===== src/rtl/lsu_pkg.sv =====
// Shared definitions for the load/store unit: funct3 access sizes and FSM encoding.
package lsu_pkg;

    localparam logic [2:0] LSU_B  = 3'b000;
    localparam logic [2:0] LSU_H  = 3'b001;
    localparam logic [2:0] LSU_W  = 3'b010;
    localparam logic [2:0] LSU_BU = 3'b100;
    localparam logic [2:0] LSU_HU = 3'b101;

    typedef enum logic [1:0] {
        ST_IDLE = 2'd0,
        ST_REQ  = 2'd1,
        ST_WAIT = 2'd2
    } lsu_state_t;

endpackage


===== src/rtl/lsu_align.sv =====
// Byte-lane logic: store-side enables/replication/alignment check and
// load-side lane shift with sign or zero extension.
module lsu_align
    import lsu_pkg::*;
#(
    parameter int XLEN = 32
) (
    input  logic [2:0]      st_funct3,
    input  logic [1:0]      st_offset,
    input  logic [XLEN-1:0] wdata,
    output logic [3:0]      be,
    output logic [XLEN-1:0] wdata_lanes,
    output logic            misaligned,
    input  logic [2:0]      ld_funct3,
    input  logic [1:0]      ld_offset,
    input  logic [XLEN-1:0] rdata,
    output logic [XLEN-1:0] rdata_ext
);

    logic [XLEN-1:0] shifted;

    always_comb begin
        be          = 4'b0000;
        wdata_lanes = '0;
        misaligned  = 1'b0;
        case (st_funct3)
            LSU_B, LSU_BU: begin
                be          = 4'b0001 << st_offset;
                wdata_lanes = {4{wdata[7:0]}};
            end
            LSU_H, LSU_HU: begin
                be          = 4'b0011 << st_offset;
                wdata_lanes = {2{wdata[15:0]}};
                misaligned  = st_offset[0];
            end
            LSU_W: begin
                be          = 4'b1111;
                wdata_lanes = wdata;
                misaligned  = (st_offset != 2'b00);
            end
            default: misaligned = 1'b1;
        endcase
    end

    // The addressed byte/half is moved down to lane 0 before extension.
    always_comb begin
        shifted   = rdata >> {ld_offset, 3'b000};
        rdata_ext = '0;
        case (ld_funct3)
            LSU_B:   rdata_ext = {{24{shifted[7]}}, shifted[7:0]};
            LSU_BU:  rdata_ext = {24'h0, shifted[7:0]};
            LSU_H:   rdata_ext = {{16{shifted[15]}}, shifted[15:0]};
            LSU_HU:  rdata_ext = {16'h0, shifted[15:0]};
            LSU_W:   rdata_ext = rdata;
            default: rdata_ext = '0;
        endcase
    end

endmodule


===== src/rtl/lsu.sv =====
// Load/store unit: accepts one EX-stage memory op, drives a req/gnt + rvalid
// data-memory port and returns extended load data as a one-cycle writeback pulse.
module lsu
    import lsu_pkg::*;
#(
    parameter int XLEN = 32
) (
    input  logic            clk_i,
    input  logic            rst_ni,
    input  logic            ex_valid_i,
    input  logic            ex_is_load_i,
    input  logic            ex_is_store_i,
    input  logic [2:0]      ex_funct3_i,
    input  logic [XLEN-1:0] ex_addr_i,
    input  logic [XLEN-1:0] ex_wdata_i,
    input  logic [4:0]      ex_rd_i,
    output logic            lsu_busy_o,
    output logic            wb_valid_o,
    output logic [4:0]      wb_rd_o,
    output logic [XLEN-1:0] wb_data_o,
    output logic            misaligned_o,
    output logic            dmem_req_o,
    output logic            dmem_we_o,
    output logic [XLEN-1:0] dmem_addr_o,
    output logic [3:0]      dmem_be_o,
    output logic [XLEN-1:0] dmem_wdata_o,
    input  logic            dmem_gnt_i,
    input  logic            dmem_rvalid_i,
    input  logic [XLEN-1:0] dmem_rdata_i,
    output lsu_state_t      dbg_state
);

    // Handshake: dmem_req_o with addr/we/be/wdata is held constant from the
    // cycle it rises until the cycle dmem_gnt_i is seen high; dmem_rvalid_i
    // is only honoured in WAIT, which starts the cycle after the grant.

    lsu_state_t      state;
    logic [2:0]      funct3_q;
    logic [1:0]      offset_q;
    logic [4:0]      rd_q;
    logic [3:0]      al_be;
    logic [XLEN-1:0] al_wdata;
    logic [XLEN-1:0] al_rdata;
    logic            al_misaligned;
    logic            accept;

    lsu_align #(.XLEN(XLEN)) u_align (
        .st_funct3   (ex_funct3_i),
        .st_offset   (ex_addr_i[1:0]),
        .wdata       (ex_wdata_i),
        .be          (al_be),
        .wdata_lanes (al_wdata),
        .misaligned  (al_misaligned),
        .ld_funct3   (funct3_q),
        .ld_offset   (offset_q),
        .rdata       (dmem_rdata_i),
        .rdata_ext   (al_rdata)
    );

    assign accept     = ex_valid_i && (ex_is_load_i || ex_is_store_i);
    assign lsu_busy_o = (state != ST_IDLE);
    assign dbg_state  = state;

    always_ff @(posedge clk_i or negedge rst_ni) begin
        if (!rst_ni) begin
            state        <= ST_IDLE;
            funct3_q     <= 3'b000;
            offset_q     <= 2'b00;
            rd_q         <= 5'd0;
            wb_valid_o   <= 1'b0;
            wb_rd_o      <= 5'd0;
            wb_data_o    <= '0;
            misaligned_o <= 1'b0;
            dmem_req_o   <= 1'b0;
            dmem_we_o    <= 1'b0;
            dmem_addr_o  <= '0;
            dmem_be_o    <= 4'b0000;
            dmem_wdata_o <= '0;
        end else begin
            wb_valid_o   <= 1'b0;
            misaligned_o <= 1'b0;
            case (state)
                ST_IDLE: begin
                    if (accept) begin
                        if (al_misaligned) begin
                            misaligned_o <= 1'b1;
                        end else begin
                            state        <= ST_REQ;
                            dmem_req_o   <= 1'b1;
                            // A store flag wins when both load and store are flagged.
                            dmem_we_o    <= ex_is_store_i;
                            dmem_addr_o  <= {ex_addr_i[XLEN-1:2], 2'b00};
                            dmem_be_o    <= al_be;
                            dmem_wdata_o <= al_wdata;
                            funct3_q     <= ex_funct3_i;
                            offset_q     <= ex_addr_i[1:0];
                            rd_q         <= ex_rd_i;
                        end
                    end
                end
                ST_REQ: begin
                    if (dmem_gnt_i) begin
                        dmem_req_o <= 1'b0;
                        state      <= dmem_we_o ? ST_IDLE : ST_WAIT;
                    end
                end
                ST_WAIT: begin
                    if (dmem_rvalid_i) begin
                        wb_valid_o <= 1'b1;
                        wb_data_o  <= al_rdata;
                        wb_rd_o    <= rd_q;
                        state      <= ST_IDLE;
                    end
                end
                default: state <= ST_IDLE;
            endcase
        end
    end

endmodule


===== config.mk =====
export PLATFORM = sky130hd
export DESIGN_NAME = lsu
export DESIGN_NICKNAME = d
export VERILOG_FILES = /design/src/rtl/lsu_pkg.sv /design/src/rtl/lsu_align.sv /design/src/rtl/lsu.sv
export SDC_FILE = /design/constraint.sdc
export NUM_CORES = 1
export LEC_CHECK = 0
export CAP_MARGIN = 20
export CELL_PAD_IN_SITES_DETAIL_PLACEMENT = 0
export CELL_PAD_IN_SITES_GLOBAL_PLACEMENT = 1
export CORE_AREA = 2 2 116 146
export DETAILED_ROUTE_END_ITERATION = 8
export DIE_AREA = 0 0 118 148
export PLACE_DENSITY_LB_ADDON = 0.1
export SLEW_MARGIN = 40
export SYNTH_ARGS = -nofsm -noshare
export SYNTH_HDL_FRONTEND = slang
export SYNTH_HIERARCHICAL = 1
export SYNTH_SLANG_ARGS = --single-unit

===== constraint.sdc =====
create_clock -name clk_i -period 3.3 [get_ports clk_i]
set_input_delay 0.66 -clock clk_i [delete_from_list [all_inputs] [get_ports clk_i]]
set_output_delay 0.66 -clock clk_i [all_outputs]
set_load 0.05 [all_outputs]

==> impl_metrics.ini <==
[worst_setup_path]
critPathArrivalTime_ns = 2.00
cp_slowest_cell = clkdlybuf4s50_1
crit_fanout = 8
worstPathCellList = or2_1 > clkdlybuf4s50_1
crit_required_ns = 2.64
max_stage_delay_ns = 0.88
critPathLaunchType = flip-flop
r2r_cells = 5
cp-end-kind = primary output
path_class = flip-flop to primary output

[cts]
cts_made_buffers = 17
clockBufferDepth = 2
cts_hold_buf = 0
post-cts-setup-buffers = 0
h-tree-depth = 4
clockRootBuffer = clkbuf_16
cts.sinks = 119
cts_tree = built
clkSlewWorstSetupHoldPaths_ns = 0.06
clkLatencyLatePin_ns = 0.42
post_cts_resized = 0

[routing]
wirelength_microns = 17200
viasPerCell = 5.09
route.detailed.drc = 0
final_antenna_net_count = 0
dr.first_iter.drc_count = 261
wl_per_cell_microns = 18.6
num_vias = 4712
drtPass1Iterations = 4

[sta]
clock_skew_ns = 0.00622
finalSetupTns_ns = 0
setup_viol = 0
rsz0062_at_grt = no
finalWorstSetupSlack_ns = 0.636
tightest_slew_ns = 0.806
hold_viol = 0
min_period_ns = 2.66
fin_crit_sh_pct = 80.7
slew_headroom_pct = 46.2
maxSlewViolCount = 0
fmax_mhz = 375

[power]
leakage_nw = 3.77
pwr_density_cell_nw_per_um2 = 988
ir_drop_mv = 0.624

[die]
io_pins = 223
start_util_pct = 36.6
die_area_sq_um = 17500
die_w_microns = 118
rows = 52
coreArea_sq_um = 16100
fp.dieH_microns = 148

[final_layout]
final_area_sq_um = 8860
n_fill_cell = 1463
seq_area_sq_um = 2980
drive_gt1_share_pct = 22.1
syn2layout_area_growth_pct = 50.6
fin_nets = 807
antenna-diode-count = 0
multi_input_area_sq_um = 2660

[placed_design]
io_buffer_count = 220
gp_congestion = 0.824
place_ws_ns = 0.394
place_area_sq_um = 8240
hpwl_microns = 12600

[grt]
grt_overflow = 0
antenna_found_initial = 0
grt_max_degree = 63
grt_usage_pct = 20.0
grt_pass1_vias = 4967
grt_pass1_wl_microns = 26800

[run_status]
status = finished, final reports clean

[synth]
synth_top_area_share_pct = 50.6
synth-seq-cells = 119
ys.warnings.count = 6
yosys.area.top_type = dfrtp_1
synthCells = 481
seq_area_frac_synth_pct = 50.6
yosysUniqueCellTypes = 47
synthTopCellsByArea = dfrtp_1 51%, mux2_2 20%, mux2_1 3.6%
syn_avg_cell_area_sq_um = 12.2
netlist_area_sq_um = 5880

[run]
cap_violations = 0

[min_path]
hp-class = input pin to asynchronous set/reset pin
per-stage QoR:
stage                     power [W]  cells  utilization, %  hold WS, ns
after detailed placement    0.00686    893            51.3        0.475
after global routing        0.00915    925            55.1        0.339
after CTS                   0.00884    925            55.1        0.309
after global placement      0.00681    893            51.3        0.468
after floorplan             0.00533    482               -        0.364
final                       0.00875    925            55.1        0.299
layout make-up:
type / instances / area share [%]
Timing Repair Buffer: 232 / 26.1
Clock inverter: 15 / 2.15
Inverter: 6 / 0.254
Clock buffer: 17 / 4.80
Sequential cell: 119 / 33.6
Multi-Input combinational cell: 320 / 30.0
Tap cell: 216 / 3.05
cell usage in the layout (no fill, tap or decap), drive strengths merged:
master | Yosys | layout
xor2 | 1 | 1
inv | 6 | 13
nand2 | 24 | 24
dfrtp | 119 | 119
a22oi | 8 | 8
mux2 | 123 | 123
nand2b | 3 | 3
nor3 | 2 | 2
a211oi | 7 | 7
nand3 | 16 | 16
clkbuf | 6 | 17
bufinv | 0 | 3
nor2b | 21 | 21
clkdlybuf4s50 | 0 | 219
a21oi | 17 | 17
o31a | 1 | 1
or2 | 3 | 3
a31oi | 1 | 1
o211ai | 7 | 7
nor3b | 2 | 2
nor4bb | 1 | 1
conb | 1 | 2
a222oi | 1 | 1
or3 | 1 | 1
clkinv | 0 | 2
a21o | 8 | 8
a32oi | 16 | 16
nand4 | 2 | 2
buf | 31 | 13
o32ai | 7 | 7
clkinvlp | 0 | 3
mux2i | 1 | 1
and2 | 8 | 8
nand3b | 2 | 2
nor2 | 10 | 10
o31ai | 3 | 3
o21ai | 21 | 21
o22a | 1 | 1
logic make-up after synthesis:
logic type | count (synthesis) | synth area share (%)
simple gates | 95 | 9.23
buf+inv | 43 | 4.30
other cells | 1 | 0.0637
compound gates | 98 | 11.7
flops | 119 | 50.6
xor+xnor | 1 | 0.277
mux | 124 | 23.8
final timing paths:
check                                               end  slack [ns]                         start
setup / recovery                             lsu_busy_o        0.64      dbg_state[0]$_DFFE_PN0P_
hold / removal              dmem_wdata_o[1]$_DFFE_PN0P_        0.30                        rst_ni
setup reg to reg              wb_data_o[30]$_DFFE_PN0P_        1.04       funct3_q[1]$_DFFE_PN0P_
hold reg to reg            dmem_wdata_o[18]$_DFFE_PN0P_        0.49  dmem_wdata_o[18]$_DFFE_PN0P_
max in group asynchronous    dmem_addr_o[9]$_DFFE_PN0P_        2.24                        rst_ni
min in group clk_i         dmem_wdata_o[18]$_DFFE_PN0P_        0.49  dmem_wdata_o[18]$_DFFE_PN0P_
sequential cells by signal, indices dropped and copies added, names as in the netlist:
signal	cells
wb_rd_o	5
misaligned_o	1
funct3_q	3
dmem_we_o	1
dbg_state	2
wb_valid_o	1
rd_q	5
dmem_be_o	4
wb_data_o	32
dmem_addr_o	30
dmem_req_o	1
offset_q	2
dmem_wdata_o	32
critical path: cells and delay by family (launching register included):
kind	cells	cell delay [ns]
buf+inv	1	0.88
flops	1	0.47
simple gates	1	0.24
per-layer routing:
metal,share of wire [%],global-route usage (%),vias to the layer above
li1,-,-,2181
met1,38,22.2,2300
met2,50,33.9,200
met3,8.2,7.21,31
met4,3.0,9.88,0
met5,0,0,-
synth_stat cells (all sizes together):
| library cell | instances |
|---|---|
| nand2 | 24 |
| a222oi | 1 |
| a32oi | 16 |
| or2 | 3 |
| nand4 | 2 |
| o32ai | 7 |
| a21o | 8 |
| o22a | 1 |
| dfrtp | 119 |
| a21oi | 17 |
| buf | 31 |
| mux2i | 1 |
| clkbuf | 6 |
| nand2b | 3 |
| a31oi | 1 |
| conb | 1 |
| and2 | 8 |
| o211ai | 7 |
| xor2 | 1 |
| o21ai | 21 |
| nor2 | 10 |
| nor3b | 2 |
| nor3 | 2 |
| nand3b | 2 |
| o31a | 1 |
| nand3 | 16 |
| a22oi | 8 |
| nor4bb | 1 |
| inv | 6 |
| o31ai | 3 |
| a211oi | 7 |
| mux2 | 123 |
| nor2b | 21 |
| or3 | 1 |
power by group:
group	switching (W)	leakage [nW]	total (W)	internal, W
Combinational	0.00278	1.99	0.00444	0.00166
Clock	0.000727	0.294	0.00193	0.00121
Sequential	0.000364	1.48	0.00238	0.00201
Total	0.00388	3.77	0.00875	0.00487
(Power assumes the default switching activity.)
==> RTL edit: new RTL, config.mk and constraints unchanged <==
Make the reset (`rst_ni`) synchronous in one clocked block.
--- a/src/rtl/lsu.sv
+++ b/src/rtl/lsu.sv
@@ -61,7 +61,7 @@
     assign lsu_busy_o = (state != ST_IDLE);
     assign dbg_state  = state;
 
-    always_ff @(posedge clk_i or negedge rst_ni) begin
+    always_ff @(posedge clk_i) begin
         if (!rst_ni) begin
             state        <= ST_IDLE;
             funct3_q     <= 3'b000;
Function: differs if rst_ni is asserted again (counterexample within 4 cycles, from zero or initial values and one cycle with rst_ni low); with rst_ni held inactive, the same outputs for 4 cycles.
==> RTL edit against the unedited design <==
- worst hold slack improved by 160 ps
- clock skew increased by 2.4 ps
- area after synthesis increased by 3.3%
- worst setup slack improved by 61 ps
- critical path depth unchanged
- die area unchanged
- final area increased by 0.73%
- sequential cell count unchanged
- count of clock-buffer cells in the layout increased by 4
- routed wire length increased by 8.4%
- synthesized cell count increased by 54%
- register-to-register slack got worse by 20 ps
Power is not compared: it rests on default switching activity, and its combinational part moved more than twofold at a synthesized area within 25%.
==> RTL edit: results (changes against the unedited design) <==
* R2R depth at 6 (was 5)
* Post-synth top area share at 0.392 (was 0.506)
* Worst R2R Start: funct3_q[1] (unchanged)
* Slack of the worst reg-to-reg path at 1020 ps (was 1040 ps)
* Root Buffer Master: clkbuf_16 (unchanged)
* Dpl ws at 519 ps (was 394 ps)
* CTS Buffer Depth at 2 (unchanged)
* Primary FF master, synth: dfxtp_1 (was dfrtp_1)
* Number of distinct library cells after synthesis at 51 (was 47)
* Most area-consuming cells after synthesis: dfxtp_1 39%, nand2_1 16%, mux2i_1 13%, a21boi_0 4.6%, a32oi_1 2.3% (was dfrtp_1 51%, mux2_2 20%, mux2_1 3.6%, a32oi_1 2.4%, nor2b_1 2.2%)
* Drt initial violations at 336 (was 261)
* Synth async-reset ratio at 0 (was 1.00)
* Largest net degree at the start of global routing at 65 (was 63)
* CP Launch Point: dbg_state[0] (unchanged)
* Final Cycle Share at 0.789 (was 0.807)
* Critical path endpoint: lsu_busy_o (unchanged)
* Final nets at 1042 (was 807)
* Synth warnings at 6 (unchanged)
* GRT Total Usage at 0.213 (was 0.200)
* Antenna Cells at 0 (unchanged)
* Routed vias/inst at 5.02 (was 5.09)
* Final HPWL DP at 13700 um (was 12600 um)
* Netlist Area Pre-Place at 6080 um^2 (was 5880 um^2)
* P_int at 3.03 mW
* Worst clock skew at 8.59 ps (was 6.22 ps)
* Maximum fanout along the worst path at 11 (was 8)
* Largest registers: dmem_wdata_o: 32 flops, wb_data_o: 32 flops, dmem_addr_o: 30 flops (unchanged)
* Setup repair bufs after CTS at 0 (unchanged)
* Reg2reg end: wb_data_o[30] (unchanged)
* Drt wl/cell at 16.2 um (was 18.6 um)
* Commonest cells in the netlist: 253 x nand2_1, 119 x dfxtp_1, 78 x mux2i_1 (was 119 x dfrtp_1, 102 x mux2_2, 24 x nand2_1)
* First-pass GRT wire length at 29700 um (was 26800 um)
* Vias in the first global route at 5946 (was 4967)
* Outcome: complete, no violations (unchanged)
* Leakage at 3.20 nW
* Num CTS Buffers at 17 (unchanged)
* Post-synthesis sequential area ratio at 0.392 (was 0.506)
* Final RePlAce weighted congestion at 0.864 (was 0.824)
* Hold WC Path Type: reg -> reg (was in -> async)
* Slew headroom at 0.485 (was 0.462)
* Clock latency on the worst-skew pair at 410 ps
* Initial antenna violation count at 0 (unchanged)
* Layout cells sized above 1 at 0.0638 (was 0.221)
* Reg clk slew, reported paths at 50 ps
-- RTL edit: changes by cell type after synthesis, moves of 37 or more --
cell	unedited run	this run
mux2_2	102	7
nand2_1	24	253
dfrtp_1	119	0
dfxtp_1	0	119
mux2i_1	1	78
a21boi_0	0	37
-- RTL edit: cell type report --
class | instances | area [um^2]
clock buffers | 21 | 460
repair buffers | 235 | 2350
clock inverters | 8 | 125
well taps | 216 | 270
multi-input cells | 555 | 3320
fillers | 1536 | 7150
flip-flops and latches | 119 | 2380
inverters | 3 | 11.3
-- RTL edit: worst min path at each step --
stage                                 from               end  slack (ps)  cells after the start
after CTS                          rd_q[0]           rd_q[0]         460                      2
after global routing       dmem_addr_o[30]   dmem_addr_o[30]         470                      2
after floorplan                    rd_q[0]           rd_q[0]         430                      2
after detailed placement   dmem_wdata_o[4]   dmem_wdata_o[4]         450                      2
after global placement    dmem_wdata_o[14]  dmem_wdata_o[14]         440                      2
final                              rd_q[0]           rd_q[0]         450                      2
-- RTL edit: per-layer routing --
| layer | wire [um] | share of wire | up-vias | global-route usage |
|---|---|---|---|---|
| met5 | 0 | 0 | - | 0 |
| met4 | 631 | 0.034 | 0 | 0.108 |
| met3 | 1380 | 0.074 | 35 | 0.0725 |
| met2 | 9390 | 0.50 | 196 | 0.373 |
| met1 | 7290 | 0.39 | 2678 | 0.228 |
| li1 | - | - | 2895 | - |
-- RTL edit: cells by family (layout without fill, tap and decap cells) --
logic type	Yosys count	count (layout)	synth area share
buffers and inverters	67	267	0.0628
flip-flops	119	119	0.392
AO/OA/AOI/OAI	138	138	0.163
multiplexers	87	87	0.146
AND/OR/NAND/NOR	327	327	0.233
XOR/XNOR	1	1	0.00268
other	1	2	0.000617
-- RTL edit: critical path: stages, from the launching register on --
cell and delay (ps):
dfxtp_1 510, or2_4 220, clkdlybuf4s50_1 800
-- RTL edit: power groups by stage --
stage	registers, mW	clock network (mW)	logic [mW]
after floorplan	1.67	0	0.346
after global placement	1.55	0	0.751
after detailed placement	1.55	0	0.756
after CTS	1.52	1.90	0.759
after global routing	1.53	1.98	0.809
final	1.52	1.86	0.756
-- RTL edit: metrics by stage --
| step | std cells | cell area, um^2 | util | hold WS [ps] |
|---|---|---|---|---|
| 3_3_place_gp | 1128 | 8340 | 0.519 | 442 |
| 2_1_floorplan | 741 | 6080 | - | 435 |
| 3_5_place_dp | 1128 | 8340 | 0.519 | 448 |
| 4_1_cts | 1157 | 8920 | 0.555 | 458 |
| 6_report | 1157 | 8920 | 0.555 | 455 |
| 5_1_grt | 1157 | 8920 | 0.555 | 471 |
